`src/rtl/sram_wb_arbiter.sv`:
```
// Two-master Wishbone arbiter in front of the secure-memory SRAM wrapper,
// with a zeroize sequencer that clears every word on request.
module sram_wb_arbiter #(
   parameter int unsigned AW = 9,
   parameter int unsigned DW = 32
) (
   input  logic              wb_clk_i,
   input  logic              rst_n,
   input  logic              m0_cyc_i,
   input  logic              m0_stb_i,
   input  logic              m0_we_i,
   input  logic [AW-1:0]     m0_adr_i,
   input  logic [DW-1:0]     m0_dat_i,
   input  logic [DW/8-1:0]   m0_sel_i,
   output logic [DW-1:0]     m0_dat_o,
   output logic              m0_ack_o,
   input  logic              m1_cyc_i,
   input  logic              m1_stb_i,
   input  logic              m1_we_i,
   input  logic [AW-1:0]     m1_adr_i,
   input  logic [DW-1:0]     m1_dat_i,
   input  logic [DW/8-1:0]   m1_sel_i,
   output logic [DW-1:0]     m1_dat_o,
   output logic              m1_ack_o,
   output logic              s_cyc_o,
   output logic              s_stb_o,
   output logic              s_we_o,
   output logic [AW-1:0]     s_adr_o,
   output logic [DW-1:0]     s_dat_o,
   output logic [DW/8-1:0]   s_sel_o,
   input  logic [DW-1:0]     s_dat_i,
   input  logic              s_ack_i,
   input  logic              zeroize_req_i,
   output logic              zeroize_busy_o,
   output logic              zeroize_done_o
);

   typedef enum logic [1:0] {ST_IDLE, ST_M0, ST_M1, ST_ZERO} state_t;

   localparam logic OWN_M0 = 1'b0;
   localparam logic OWN_M1 = 1'b1;

   state_t        state_q, state_d;
   logic          owner_q, owner_d;
   logic          zero_pend_q, zero_pend_d;
   logic [AW-1:0] zaddr_q, zaddr_d;
   logic          done_q, done_d;
   logic          m0_req, m1_req;

   assign m0_req = m0_cyc_i & m0_stb_i;
   assign m1_req = m1_cyc_i & m1_stb_i;

   // Next-state: grant selection, transfer completion/abort, clear walk
   always_comb begin
      state_d     = state_q;
      owner_d     = owner_q;
      zaddr_d     = zaddr_q;
      done_d      = 1'b0;
      zero_pend_d = zero_pend_q | (zeroize_req_i & (state_q != ST_ZERO));
      case (state_q)
         ST_IDLE: begin
            if (zero_pend_q) begin
               state_d     = ST_ZERO;
               zero_pend_d = zeroize_req_i;
            end else if (m0_req && m1_req) begin
               state_d = (owner_q == OWN_M1) ? ST_M0 : ST_M1;
            end else if (m0_req) begin
               state_d = ST_M0;
            end else if (m1_req) begin
               state_d = ST_M1;
            end
         end
         ST_M0: begin
            if (s_ack_i) begin
               state_d = ST_IDLE;
               owner_d = OWN_M0;
            end else if (!m0_req) begin
               state_d = ST_IDLE;
            end
         end
         ST_M1: begin
            if (s_ack_i) begin
               state_d = ST_IDLE;
               owner_d = OWN_M1;
            end else if (!m1_req) begin
               state_d = ST_IDLE;
            end
         end
         ST_ZERO: begin
            if (s_ack_i) begin
               zaddr_d = zaddr_q + AW'(1);
               if (zaddr_q == '1) begin
                  state_d = ST_IDLE;
                  done_d  = 1'b1;
               end
            end
         end
         default: state_d = ST_IDLE;
      endcase
   end

   always_ff @(posedge wb_clk_i) begin
      if (!rst_n) begin
         state_q     <= ST_IDLE;
         owner_q     <= OWN_M1;
         zero_pend_q <= 1'b0;
         zaddr_q     <= '0;
         done_q      <= 1'b0;
      end else begin
         state_q     <= state_d;
         owner_q     <= owner_d;
         zero_pend_q <= zero_pend_d;
         zaddr_q     <= zaddr_d;
         done_q      <= done_d;
      end
   end

   // Slave-side mux and ack steering; held at zero while reset is asserted
   always_comb begin
      s_cyc_o  = 1'b0;
      s_stb_o  = 1'b0;
      s_we_o   = 1'b0;
      s_adr_o  = '0;
      s_dat_o  = '0;
      s_sel_o  = '0;
      m0_ack_o = 1'b0;
      m1_ack_o = 1'b0;
      if (rst_n) begin
         case (state_q)
            ST_M0: begin
               s_cyc_o  = 1'b1;
               s_stb_o  = 1'b1;
               s_we_o   = m0_we_i;
               s_adr_o  = m0_adr_i;
               s_dat_o  = m0_dat_i;
               s_sel_o  = m0_sel_i;
               m0_ack_o = s_ack_i;
            end
            ST_M1: begin
               s_cyc_o  = 1'b1;
               s_stb_o  = 1'b1;
               s_we_o   = m1_we_i;
               s_adr_o  = m1_adr_i;
               s_dat_o  = m1_dat_i;
               s_sel_o  = m1_sel_i;
               m1_ack_o = s_ack_i;
            end
            ST_ZERO: begin
               s_cyc_o = 1'b1;
               s_stb_o = 1'b1;
               s_we_o  = 1'b1;
               s_adr_o = zaddr_q;
               s_sel_o = '1;
            end
            default: ;
         endcase
      end
   end

   assign m0_dat_o       = rst_n ? s_dat_i : '0;
   assign m1_dat_o       = rst_n ? s_dat_i : '0;
   assign zeroize_busy_o = rst_n & (state_q == ST_ZERO);
   assign zeroize_done_o = rst_n & done_q;

endmodule

```
`config.mk`:
```
export PLATFORM = sky130hd
export DESIGN_NAME = sram_wb_arbiter
export DESIGN_NICKNAME = d
export VERILOG_FILES = /design/src/rtl/sram_wb_arbiter.sv
export SDC_FILE = /design/constraint.sdc
export NUM_CORES = 1
export LEC_CHECK = 0
export ABC_AREA = 0
export ABC_CLOCK_PERIOD_IN_PS = 1900
export CORE_AREA = 2 2 95 97
export CTS_BUF_LIST = sky130_fd_sc_hd__clkbuf_8
export DETAILED_ROUTE_END_ITERATION = 16
export DIE_AREA = 0 0 97 99
export PLACE_DENSITY = 0.77
export SETUP_SLACK_MARGIN = 0.3
export SYNTH_ARGS = -nofsm -noshare
export SYNTH_HDL_FRONTEND = slang
export SYNTH_SLANG_ARGS = --single-unit
```
`constraint.sdc`:
```
create_clock -name wb_clk_i -period 1.9 [get_ports wb_clk_i]
set_clock_uncertainty 0.1 [all_clocks]
set_input_delay 0.38 -clock wb_clk_i [delete_from_list [all_inputs] [get_ports wb_clk_i]]
set_output_delay 0.38 -clock wb_clk_i [all_outputs]
set_load 0.05 [all_outputs]
```
==> metrics.md <==
| Metric | Value |
|---|---|
| Setup TNS | -12970 ps |
| DR iter-0 viols | between 100 and 150 |
| Fraction of registers with async set/reset | 0 |
| Flop2flop setup slack | -30 ps |
| Post-synthesis mux area share | 0.0132 |
| # hold bufs at CTS | 0 |
| Count leader, synth | nor2_1 |
| Simple-gate area share of the yosys netlist | 0.314 |
| Internal power | 0.00284 W |
| Worst-margin pin slew | 428 ps |
| Post-synthesis xor/xnor area fraction | 0.0231 |
| Count of yosys warnings during synthesis | 0 |
| Delay-heaviest family, CP | buffers and inverters |
| Core Area | around 8600 µm² |
| FP Rows | 34 |
| Net Sw Frac | 0.470 |
| Largest net degree at the start of global routing | 38 |
| Hold depth | 2 |
| Status | finished, violations left |
| Period minus WS final | 2290 ps |
| Antenna violations before repair | 0 |
| Die span in y | 99 µm |
| Clk network pwr share | 0.057 |
| Critical Path Max Stage Delay | 450 ps |
| Max Freq | 436 MHz |
| Final setup violation count | 53 |
| Total gr overflow | 0 |
| Reg2reg path depth | 6 |
| Worst setup EP type | output port |
| Die footprint | 9600 µm² |
| Worst VDD drop | 0.000549 V |
| Distinct cell type count of the synthesized netlist | 34 |
| Clock root cell | clkbuf_8 |
| Synth Instances | 270 |
| Max-slew violation count | 0 |
| Total GRT Usage | 0.254 |
| Max Root-Sink Buffers | 2 |
| Area of the multi-input gates | about 2100 µm² |
| Final WS setup | -391 ps |
| Fin nets | 668 |
| Failing checks | setup timing |
| Leak | 2.65 nW |
| Synth Area in Adders | 0.0462 |
| Ports | ~250 |
| Slowest CP cell | a222oi_1 |
| Largest family of logic cells by synthesized area | simple AND/OR/NAND/NOR gates |
| CTS Buf Count | 3 |
| Crit Path Category | reg -> out |
| First-pass DRT Iterations | 7 |
| Worst endpoint required time | 1420 ps |
| HPWL after detailed placement | slightly above 9000 µm |
| Area leader, netlist | dfxtp_1 |
| Crit Path Max Fanout | 13 |
| Cell mode on critical path | buf_12 |
| Fin Hold WS | 409 ps |
| Flops & latches, synth | 14 |
| Synthesized Nets | 409 |
| Clock Pin Slew Worst Setup and Hold Paths | 70 ps |
| Post-synth EDFFs | 0 |
| Hold violation count in the final report | 0 |
| Proportion of layout cells with a drive suffix above 1 | 0.627 |
| CP Depth | 6 |
| Routed wire length | 14900 µm |
| Yosys top cell area share | 0.148 |
| Storage cell area | about 300 µm² |
| First-pass GRT wire length | ~19000 µm |
| Comb pwr share | 0.874 |
| Psw | 0.00252 W |
| Clock sink total | 14 |
| Ant diodes | 0 |
| GPL Wtd Cong | 0.845 |
| Period utilization | 1.21 |
| Seq/Total Area, Yosys | 0.148 |
| Clock Latency Late Sink | 250 ps |
| Buffers & Inverters on Critical Path | 3 |
| Synth area leaders | dfxtp_1 15%, buf_4 13%, and2_1 13% |
| Critical Path AT | between 1500 and 2000 ps |
| Synth top cells by count | 49 x nor2_1, 39 x and2_1, 34 x buf_4 |
| Number of port buffers | between 200 and 250 |
| Compound-gate portion of the synthesized area | 0.257 |
| Hold WC Path Type | reg -> reg |
| Startpoint types | register |
| Via density | 5.07 |
| Width of the die | between 90 and 100 µm |
| Area Overhead vs Synth | 267% |
| Sequential Power Share | 0.068 |
| CTS tree | done |
| Worst-path cell chain | ha_4 > buf_12 > a222oi_1 > buf_4 > nor2_4 > buf_12 |
| Vias in the first global route | between 3k and 4k |
| H-tree Lvls | 1 |
| Rel. slew slack | 0.715 |
| Main synth FF type | dfxtp_1 |
| Tot Pwr | around 0.0054 W |
| Via count | 3225 |
| DRC viols | 0 |
| Fillers | 425 |
| Post-Synthesis Cell Area | 1900 µm² |
| Syn_area_per_cell | 7.02 µm² |
| Pwr dens | 770 nW/µm² |
| Unrepaired setup endpoints after global routing | true |
| DR WL/cell | roughly 23 µm |
| # Max-Cap Violations | 0 |
| Detail Route Antenna Nets | 0 |
| Initial Utilization | 0.222 |
==> tightest hold or removal path: stages, from the launching register on <==
cell	delay, ps
dfxtp_1	320
o21ai_0	60
a21boi_0	70
==> layout make-up <==
class | instances | area share
clock buffer | 4 | 0.00791
sequential | 14 | 0.0424
timing repair buffer | 310 | 0.627
tap | 108 | 0.0194
multi-input combinational | 193 | 0.298
inverter | 7 | 0.00503
==> stage by stage <==
stage                     instances  cell area (µm²)   util  setup slack [ps]
final                           636             6960  0.814              -391
after global routing            636             6960  0.814              -397
after CTS                       618             6620  0.774              -268
after detailed placement        610             6230  0.728              -121
after global placement          610             6230  0.728             -93.4
after floorplan                 270             2600      -              15.8
==> flip-flops by register name, summed over array words and instances (netlist names) <==
name	cells
zero_pend_q	1
zaddr_q	9
state_q	2
done_q	1
owner_q	1
==> path summary, 6_finish.rpt <==
path	startpoint	to
setup / recovery	state_q[0]	s_adr_o[1]
hold reg to reg	zero_pend_q	zero_pend_q
hold / removal	zero_pend_q	zero_pend_q
setup reg to reg	zaddr_q[4]	state_q[0]
==> per-layer routing <==
layer | vias up | part of all wire | track usage
met5 | - | 0 | 0
met3 | 46 | 0.077 | 0.0631
met1 | 1557 | 0.32 | 0.265
met4 | 0 | 0.036 | 0.0791
met2 | 192 | 0.56 | 0.497
li1 | 1430 | - | -
==> power groups by stage <==
| stage | Clock (W) | Sequential [W] | Combinational (W) |
|---|---|---|---|
| 2_1_floorplan | 0 | 0.000343 | 0.00214 |
| 3_3_place_gp | 0 | 0.000348 | 0.00367 |
| 3_5_place_dp | 0 | 0.000349 | 0.00375 |
| 4_1_cts | 0.000293 | 0.000356 | 0.00414 |
| 5_1_grt | 0.000328 | 0.000371 | 0.00482 |
| 6_report | 0.000307 | 0.000367 | 0.00468 |
==> cell usage in the layout (no fill, tap or decap), types with 8 or more instances in the layout <==
master,instances
buf_6,12
dlygate4sd2_1,33
buf_4,34
buf_12,126
nand2_1,9
a222oi_1,9
a22oi_2,31
clkdlybuf4s50_1,97
and2_4,33
dfxtp_1,8
nor2_4,46
==> repair_timing <==
item                       in CTS  in global routing
setup endpoints to repair     123                 85
gates cloned                    2                  5
resized for setup              96                 29
pin swaps                      25                 24
setup buffers                   2                 13
==> logic make-up (layout without fill, tap and decap cells) <==
logic type,Yosys count,after routing
muxes,2,2
adders and majority gates,7,7
and+or+nand+nor,119,119
DFF,14,14
AOI/OAI and AO/OA,60,60
xor gates and xnor gates,5,5
buffers and inverters,63,321
(Power assumes the default switching activity.)
